--- src/rtl/md_pkg.sv ---
// Purpose: shared MD-class encodings, default latencies and helpers for the MD issue path.
// Latency: n/a (constants and pure functions only).
// Backpressure: n/a.
package md_pkg;

    // MD operation class carried from D to E and presented to the mdu as Op
    localparam logic [3:0] MD_NONE  = 4'd0;
    localparam logic [3:0] MD_MULT  = 4'd1;
    localparam logic [3:0] MD_MULTU = 4'd2;
    localparam logic [3:0] MD_DIV   = 4'd3;
    localparam logic [3:0] MD_DIVU  = 4'd4;
    localparam logic [3:0] MD_MFHI  = 4'd5;
    localparam logic [3:0] MD_MFLO  = 4'd6;
    localparam logic [3:0] MD_MTHI  = 4'd7;
    localparam logic [3:0] MD_MTLO  = 4'd8;

    // Busy cycles the mdu spends after accepting a long op
    localparam int MUL_LAT_DEF = 5;
    localparam int DIV_LAT_DEF = 10;

    // Long ops occupy the mdu for several cycles; everything else is single-shot
    function automatic logic md_is_long(input logic [3:0] op);
        return (op == MD_MULT) || (op == MD_MULTU) || (op == MD_DIV) || (op == MD_DIVU);
    endfunction

    function automatic logic md_is_div(input logic [3:0] op);
        return (op == MD_DIV) || (op == MD_DIVU);
    endfunction

endpackage

--- src/rtl/md_shadow_ctr.sv ---
// Purpose: shadow of the mdu latency counter; flags any disagreement with mdu Busy.
// Latency: counter loads on the issue edge; proto_err rises one edge after a mismatch.
// Backpressure: none; observes only, never stalls.
module md_shadow_ctr
    import md_pkg::*;
#(
    parameter int MUL_LAT = MUL_LAT_DEF,
    parameter int DIV_LAT = DIV_LAT_DEF
) (
    input  logic       clk,
    input  logic       reset,
    input  logic [3:0] mdu_op,
    input  logic       mdu_busy,
    output logic       proto_err
);

    localparam int MAX_LAT = (DIV_LAT > MUL_LAT) ? DIV_LAT : MUL_LAT;
    localparam int SH_W    = ($clog2(MAX_LAT + 1) > 4) ? $clog2(MAX_LAT + 1) : 4;

    localparam logic [SH_W-1:0] SH_MUL = SH_W'(MUL_LAT);
    localparam logic [SH_W-1:0] SH_DIV = SH_W'(DIV_LAT);
    localparam logic [SH_W-1:0] SH_ONE = SH_W'(1);

    localparam logic [0:0] ST_IDLE = 1'b0;
    localparam logic [0:0] ST_WAIT = 1'b1;

    logic [0:0]      state;
    logic [SH_W-1:0] sh;
    logic            long_issue;
    logic            sh_busy;

    assign long_issue = md_is_long(mdu_op);
    assign sh_busy    = (sh != '0);

    // IDLE/WAIT tracking of the expected mdu busy window plus sticky mismatch flag
    always_ff @(posedge clk) begin
        if (reset) begin
            state     <= ST_IDLE;
            sh        <= '0;
            proto_err <= 1'b0;
        end else begin
            if (mdu_busy != sh_busy) begin
                proto_err <= 1'b1;
            end
            case (state)
                ST_IDLE: begin
                    if (long_issue) begin
                        sh    <= md_is_div(mdu_op) ? SH_DIV : SH_MUL;
                        state <= ST_WAIT;
                    end
                end
                default: begin
                    // A long op seen here is illegal and deliberately not reloaded
                    if (sh <= SH_ONE) begin
                        sh    <= '0;
                        state <= ST_IDLE;
                    end else begin
                        sh <= sh - SH_ONE;
                    end
                end
            endcase
        end
    end

endmodule

--- src/rtl/mdu_issue.sv ---
// Purpose: E-stage MD issue register, flush gating, D-stage interlock and perf counters.
// Latency: mdu_op/stall are combinational; e_md_op and counters update on the next edge.
// Backpressure: stall holds any MD instruction in D while the mdu is issuing or busy.
module mdu_issue
    import md_pkg::*;
#(
    parameter int MUL_LAT = MUL_LAT_DEF,
    parameter int DIV_LAT = DIV_LAT_DEF,
    parameter int CNT_W   = 32
) (
    input  logic             clk,
    input  logic             reset,
    input  logic [3:0]       d_md_op,
    input  logic             e_flush,
    input  logic             mdu_busy,
    output logic [3:0]       mdu_op,
    output logic [3:0]       e_md_op,
    output logic             stall,
    output logic             proto_err,
    output logic [CNT_W-1:0] stall_cycles,
    output logic [CNT_W-1:0] md_issued
);

    localparam logic [CNT_W-1:0] CNT_ONE = CNT_W'(1);

    logic long_issue;
    logic busy_eff;

    // A flushed E op never reaches the mdu, so it neither issues nor stalls
    assign mdu_op     = e_flush ? MD_NONE : e_md_op;
    assign long_issue = md_is_long(mdu_op);
    assign busy_eff   = long_issue | mdu_busy;
    // Every MD class waits, since all of them touch HI/LO
    assign stall      = (d_md_op != MD_NONE) & busy_eff;

    // E-stage MD class: bubble on stall or flush, otherwise advance from D
    always_ff @(posedge clk) begin
        if (reset) begin
            e_md_op <= MD_NONE;
        end else if (stall || e_flush) begin
            e_md_op <= MD_NONE;
        end else begin
            e_md_op <= d_md_op;
        end
    end

    // Saturating counts of stalled cycles and issued long ops
    always_ff @(posedge clk) begin
        if (reset) begin
            stall_cycles <= '0;
            md_issued    <= '0;
        end else begin
            if (stall && (stall_cycles != '1)) begin
                stall_cycles <= stall_cycles + CNT_ONE;
            end
            if (long_issue && (md_issued != '1)) begin
                md_issued <= md_issued + CNT_ONE;
            end
        end
    end

    md_shadow_ctr #(
        .MUL_LAT (MUL_LAT),
        .DIV_LAT (DIV_LAT)
    ) u_shadow (
        .clk       (clk),
        .reset     (reset),
        .mdu_op    (mdu_op),
        .mdu_busy  (mdu_busy),
        .proto_err (proto_err)
    );

endmodule

--- config.mk ---
export PLATFORM = sky130hd
export DESIGN_NAME = mdu_issue
export DESIGN_NICKNAME = d
export VERILOG_FILES = /design/src/rtl/md_pkg.sv /design/src/rtl/md_shadow_ctr.sv /design/src/rtl/mdu_issue.sv
export SDC_FILE = /design/constraint.sdc
export NUM_CORES = 1
export LEC_CHECK = 0
export CORE_UTILIZATION = 46
export CTS_CLUSTER_DIAMETER = 80
export DETAILED_ROUTE_END_ITERATION = 6
export GPL_ROUTABILITY_DRIVEN = 0
export HOLD_SLACK_MARGIN = 0.05
export PLACE_DENSITY_LB_ADDON = 0.05
export SLEW_MARGIN = 20
export SYNTH_ARGS = -nofsm -noshare
export SYNTH_HDL_FRONTEND = slang
export SYNTH_SLANG_ARGS = --single-unit
--- constraint.sdc ---
create_clock -name clk -period 1.73 [get_ports clk]
set_clock_uncertainty 0.05 [all_clocks]
set_input_delay 0.346 -clock clk [delete_from_list [all_inputs] [get_ports clk]]
set_output_delay 0.346 -clock clk [all_outputs]
set_load 0.1 [all_outputs]
Word-level counts from Yosys, hierarchy flattened

Index checks and enable logic that the tools add are counted.
W data, S select, Z words.

Register bits: 74
Word-level logic and storage cells: 38
Output and inout port bits: 74
Input bits: 8

Multiplexer cells: 8
$add $sub $neg: 3
Bitwise gates (word level): 2
Reductions and logical operators: 11
Equality and inequality tests: 7
Order comparisons: 1

Operator list:

| kind                    | number |
|---|---|
| $add A32 B1 Y32 const B | 2 |
| $ne A32 B32 Y1 const B  | 2 |
| $mux W4                 | 5 |
| $eq A4 B2 Y1 const B    | 2 |
| $reduce_bool A4 Y1      | 2 |
| $logic_or A1 B1 Y1      | 5 |
| $eq A4 B1 Y1 const B    | 1 |
| $eq A4 B3 Y1 const B    | 1 |
| $le A4 B1 Y1 const B    | 1 |
| $sub A4 B1 Y4 const B   | 1 |
| $mux W1                 | 3 |
| $logic_and A1 B1 Y1     | 2 |
| $reduce_bool A2 Y1      | 1 |
| $reduce_or A2 Y1        | 1 |
| $and A1 B1 Y1           | 1 |
| $ne A1 B1 Y1            | 1 |
| $or A1 B1 Y1            | 1 |

Depth between registers and ports, before layout

Depth after elaboration: 9
Depth in mapped cells: 9
Depth with buffers taken out: 7

Modules after synthesis

From an unflattened synthesis, not the netlist that was laid out.

Cell total of the unflattened synthesis: 465
Area total of the unflattened synthesis: 3885.0 um2

Modules (own cells, without submodules):

| module        | sequential area each (um2) | times used | area each (um2) | cells each |
|---|---|---|---|---|
| mdu_issue     | 1361.3                     | 1          | 3490.8          | 417 |
| md_shadow_ctr | 120.1                      | 1          | 394.1           | 48 |

Worst setup path before layout

Ideal clock, no wire load.

Path kind: flip-flop to flip-flop
Start point: register e_md_op[1]
End point: register u_shadow.sh[3]
Period minus slack after synthesis: 3.455 ns
Required time: 1.540 ns
Cell stages (with the launch flop): 7
Arrival: 3.265 ns
Setup slack: -1.725 ns
Buffers on the path: 0
Setup time: 0.140 ns
Cells stage by stage: dfxtp_1 > nor2b_1 > xnor2_1 > o31ai_1 > a21oi_1 > nor2_1 > a211oi_1

Word-level cells in the longest chain between the ends: 6
Elaborated cells on any way between the ends: 13
Classes of those cells: 4 x eq/ne; 4 x mux; 5 x reduce/logical

RTL lines:

| what                                          | line                              | source |
|---|---|---|
| start, declared                               | mdu_issue.sv:17                   | `output logic [3:0] e_md_op,` |
| start signal, assigned                        | mdu_issue.sv:43                   | `e_md_op <= d_md_op;` |
| $mux W4 (*)                                   | mdu_issue.sv:30                   | `assign mdu_op = e_flush ? MD_NONE : e_md_op;` |
| net mdu_op[1]                                 | mdu_issue.sv:16                   | `output logic [3:0] mdu_op,` |
| $eq A4 B2 Y1, or another cell as far along    | md_pkg.sv:23, md_pkg.sv:27        |  |
| $logic_or A1 B1 Y1 (on tied branches)         | md_pkg.sv:27, md_pkg.sv:23        |  |
| $mux W4 or $logic_or A1 B1 Y1 (tied branches) | md_shadow_ctr.sv:48, md_pkg.sv:23 |  |
| $mux W4 or $logic_or A1 B1 Y1 (tied branches) | md_shadow_ctr.sv:47, md_pkg.sv:23 |  |
| $mux W4 or $reduce_bool A2 Y1 (tied branches) | n/a                               |  |
| end signal, assigned                          | md_shadow_ctr.sv:48               | `sh <= md_is_div(mdu_op) ? SH_DIV : SH_MUL;` |
| end signal, assigned                          | md_shadow_ctr.sv:58               | `sh <= sh - SH_ONE;` |
| end, declared                                 | md_shadow_ctr.sv:28               | `logic [SH_W-1:0] sh;` |

The timed path passes the listed nets; every way through them passes the cells marked *. The select of a mux whose other input is x is not followed.
A chain may end at the register's enable or synchronous reset.

Final worst setup path

Start point: register md_issued[21]
End point: register md_issued[15]

Word-level cells in the longest chain between the ends: 2

RTL lines:

| what                   | line            | source |
|---|---|---|
| start, declared        | mdu_issue.sv:21 | `output logic [CNT_W-1:0] md_issued` |
| start signal, assigned | mdu_issue.sv:57 | `md_issued <= md_issued + CNT_ONE;` |
| $ne A32 B32 Y1         | mdu_issue.sv:56 | `if (long_issue && (md_issued != '1)) begin` |
| $logic_and A1 B1 Y1    | mdu_issue.sv:56 |  |

No other way between the ends.

==> impl_results.md <==
* Outcome: finished, violations left
* Violations in the final reports: setup timing
* Met1 layer usage reported by global route at 0.4063
* Die height at 91.56 um
* Total negative slack at -27.76 ns
* Worst setup slack after layout at -0.6939 ns
* Clock-pin slew on the worst setup and hold paths at 0.09 ns
* Sort of element at the end of the critical path: flip-flop
* Highest Clock Rate at 0.4126 GHz
* Count of yosys warnings during synthesis at 0
* Delay of the slowest critical-path stage at 0.63 ns
* Count of endpoints failing setup in the final report at 76
* All-Layer GR Usage at 0.3791
* Clk Tree Root Cell: clkbuf_8
* Number of nets produced by synthesis at 430
* Count of H-tree levels built during CTS at 3
* Area overhead of the layout relative to synthesis at 99.39%
* Internal reg-to-reg setup slack at -0.69 ns
* Destination of the worst register-to-register timing path: md_issued[15]$_SDFFE_PP0P_
* Required time at the worst-slack endpoint at 1.90 ns
* Count of input and output buffers at 81
* Violation count after the first detailed-routing iteration at 607
* Vias post-DR at 4,782
* Highest fanout seen on the critical path at 8
* Final period util at 1.401
* Placed wire-length estimate at 7922 um
* Synthesized netlist cell count at 417
* Post-synth cell types at 54
* Hold Crit Class: in2reg
* Share of flip-flops with an asynchronous set or reset after synthesis at 0
* Hold violation total from the final report at 0
* Clk_lat worst skew at 0.36 ns
* Dpl cells at 666
* Reg2reg path depth at 7
* Met2 track demand over resource in global routing at 0.6811
* Instance count along the most critical hold path at 2
* Post-Place Worst Slack at -0.4127 ns
* Ant diodes at 0
* Post-route minimum period at 2.424 ns
* Largest net degree at the start of global routing at 41
* GRT Residual Overflow at 0
* Number of rows created at floorplan at 32
* Critical path data arrival time at 2.60 ns
* Max-capacitance violation count at 0
* FILL cells at 170
* Effective utilization at floorplan at 0.4775
* Num ports at 82
* Summed area of non-filler cells in the final layout at 7357 um2
* Proportion of netlist area held by the largest area contributor at 0.4015
* Leading post-synthesis cells by cell area: dfxtp_1 (40%), xor2_1 (10%), nor2_1 (6.7%)
* Power consumption at 4.041 mW
* GR Util met3 at 0.08040
* Layer with the highest usage after global routing: met2
* Leak at 2.739 nW
* Cell types with the highest counts after synthesis: dfxtp_1 (74), nor2_1 (66), xor2_1 (42), nand3_1 (31), nand4_1 (24)
* Fraction of final layout cells sized beyond drive strength 1 at 0.6192
* Unrepaired setup endpoints after global routing: true
* CTS max path bufs at 2
* Transition time at the pin with the least slew margin at 0.6295 ns
* Slew margin rel. at 0.5768
* Worst setup path startpoint: md_issued[21]$_SDFFE_PP0P_
* Clock tree from TritonCTS: built
* Termination of the worst setup path: md_issued[15]$_SDFFE_PP0P_
* Global-route wire length before repair at 24,480 um
* Routed wirelength normalized by instance count at 27.91 um
* Routed via count divided by cell count at 6.773
* List of cells traversed by the critical path: nand4_4 > nor4_2 > a31oi_4 > buf_12 > nand4_1 > xor2_1 > nor2_1
* Number of global-route vias before repair at 4,522
* Sequential fraction of the synthesis area at 0.4015
* Area of the core at 7727 um2
* Largest area contributor in the synthesized netlist: dfxtp_1
* Critical Path Source Type: flip-flop
* CTS sink count at 74
* Antenna violations before repair at 0
* Netlist area before placement at 3690 um2
* Die area at 8383 um2
* Crit-path slowest cell: nor4_2
* Leading register cell type out of synthesis: dfxtp_1
* Peak ir drop on the vdd network at 0.0005007 V
* Post-route DRC violation count at 0
* Detailed Routing Iterations Pass 1 at 7
* Total placed instance area at 6402 um2
* Worst r2r src: md_issued[21]$_SDFFE_PP0P_
* Final Instance Count excl. Fillers at 706
* Final Max Tran Viols at 0
* Synthesized area per cell at 8.848 um2
* Wirelength, routed at 19,700 um
* Total clock buffers created by CTS at 9
* Post-synthesis sequential element count at 74
* Die W at 91.56 um
* Power density over the cells at 549.3 nW/um2
* Final layout net count at 612
* Crit path kind: reg2reg
* Remaining antenna violation count after routing at 0
* Post-synth EDFFs at 0
* Worst Hold Launch: reset
* Cell with the most instances after synthesis: dfxtp_1
[registers in the layout, indices dropped and copies added (netlist names)]
register,cells
e_md_op,4
md_issued,32
stall_cycles,32
u_shadow.proto_err,1
u_shadow.sh,4
u_shadow.state,1
[cell families (layout without fill, tap and decap cells)]
logic type      count (synthesis)  in the layout  share of synthesized area
fa+ha+maj                       5              5                    0.01695
buf+inv                        18            205                    0.02136
mux                             2              2                   0.005426
flops                          74             74                     0.4015
compound gates                 31             31                    0.06375
simple gates                  232            232                     0.3605
xor+xnor                       55             55                     0.1306
[power by group]
part	switching, mW	internal, mW	leakage [nW]
clock network	0.771	0.966	0.117
logic	0.382	0.260	1.97
registers	0.0326	1.63	0.652
total	1.18	2.86	2.74
[metrics by stage]
stage	utilization	hold WS (ns)
6_report	0.9521	0.4094
4_1_cts	0.9072	0.3699
3_3_place_gp	0.8285	0.4547
5_1_grt	0.9521	0.4036
2_1_floorplan	-	0.4169
3_5_place_dp	0.8285	0.4639
[cells in the final DEF, fill, tap and decap left out, types with 4 or more instances in the layout]
cell type         n
and3_1           10
o21ai_0           4
a211oi_1          4
nor3_2            8
nor2b_4           4
and4_4            6
inv_1             6
dfxtp_1           6
buf_4            78
nor2_1           61
dfxtp_4          66
nand4_1          24
xnor2_1           8
clkbuf_8          9
buf_12           80
and4_1            9
nand3_1           9
xor2_2           11
or3_4             5
xnor2_2           4
xor2_1           31
nand2_1          17
nand3_4           8
nor2_4            4
nand3_2          16
buf_6            16
clkdlybuf4s50_1   5
a21oi_2           6
and2_1            7
and3_4            5
[critical path, delay by kind of cell (launching register included)]
family          cells  cell delay, ns
xor+xnor            1            0.28
compound gates      1            0.30
buf+inv             1            0.24
flops               1            0.38
simple gates        4            1.05
[layout make-up]
class,instances,area (um2),share of cell area
Multi-Input combinational cell,325,2759,0.3750
Clock buffer,10,127.6,0.01735
Clock inverter,6,115.1,0.01565
Timing Repair Buffer,183,2474,0.3362
Sequential cell,74,1732,0.2354
Inverter,6,22.52,0.003061
Tap cell,102,127.6,0.01735
[layer usage]
| layer | routed length (um) | share of wire |
|---|---|---|
| met1 | 6480 | 0.33 |
| met2 | 9309 | 0.47 |
| met3 | 2069 | 0.11 |
| met4 | 1842 | 0.093 |
| met5 | 0 | 0 |
[worst min path at each step]
stage / slack, ns / endpoint
after floorplan: 0.42 / e_md_op[0]$_SDFF_PP0_
after global placement: 0.45 / u_shadow.sh[3]$_SDFFE_PP0P_
after detailed placement: 0.46 / u_shadow.proto_err$_SDFFE_PP0P_
after CTS: 0.37 / stall_cycles[20]$_SDFFE_PP0P_
after global routing: 0.40 / stall_cycles[28]$_SDFFE_PP0P_
final: 0.41 / stall_cycles[18]$_SDFFE_PP0P_
[what timing repair did]
action | CTS | global route
pin swaps | 63 | 29
hold buffers | 0 | 0
endpoints found under the setup margin | 73 | 77
setup buffers | 15 | 10
resized for setup | 50 | 49
gates cloned | 1 | 0
Note: power is estimated with default switching activity, not from simulation.
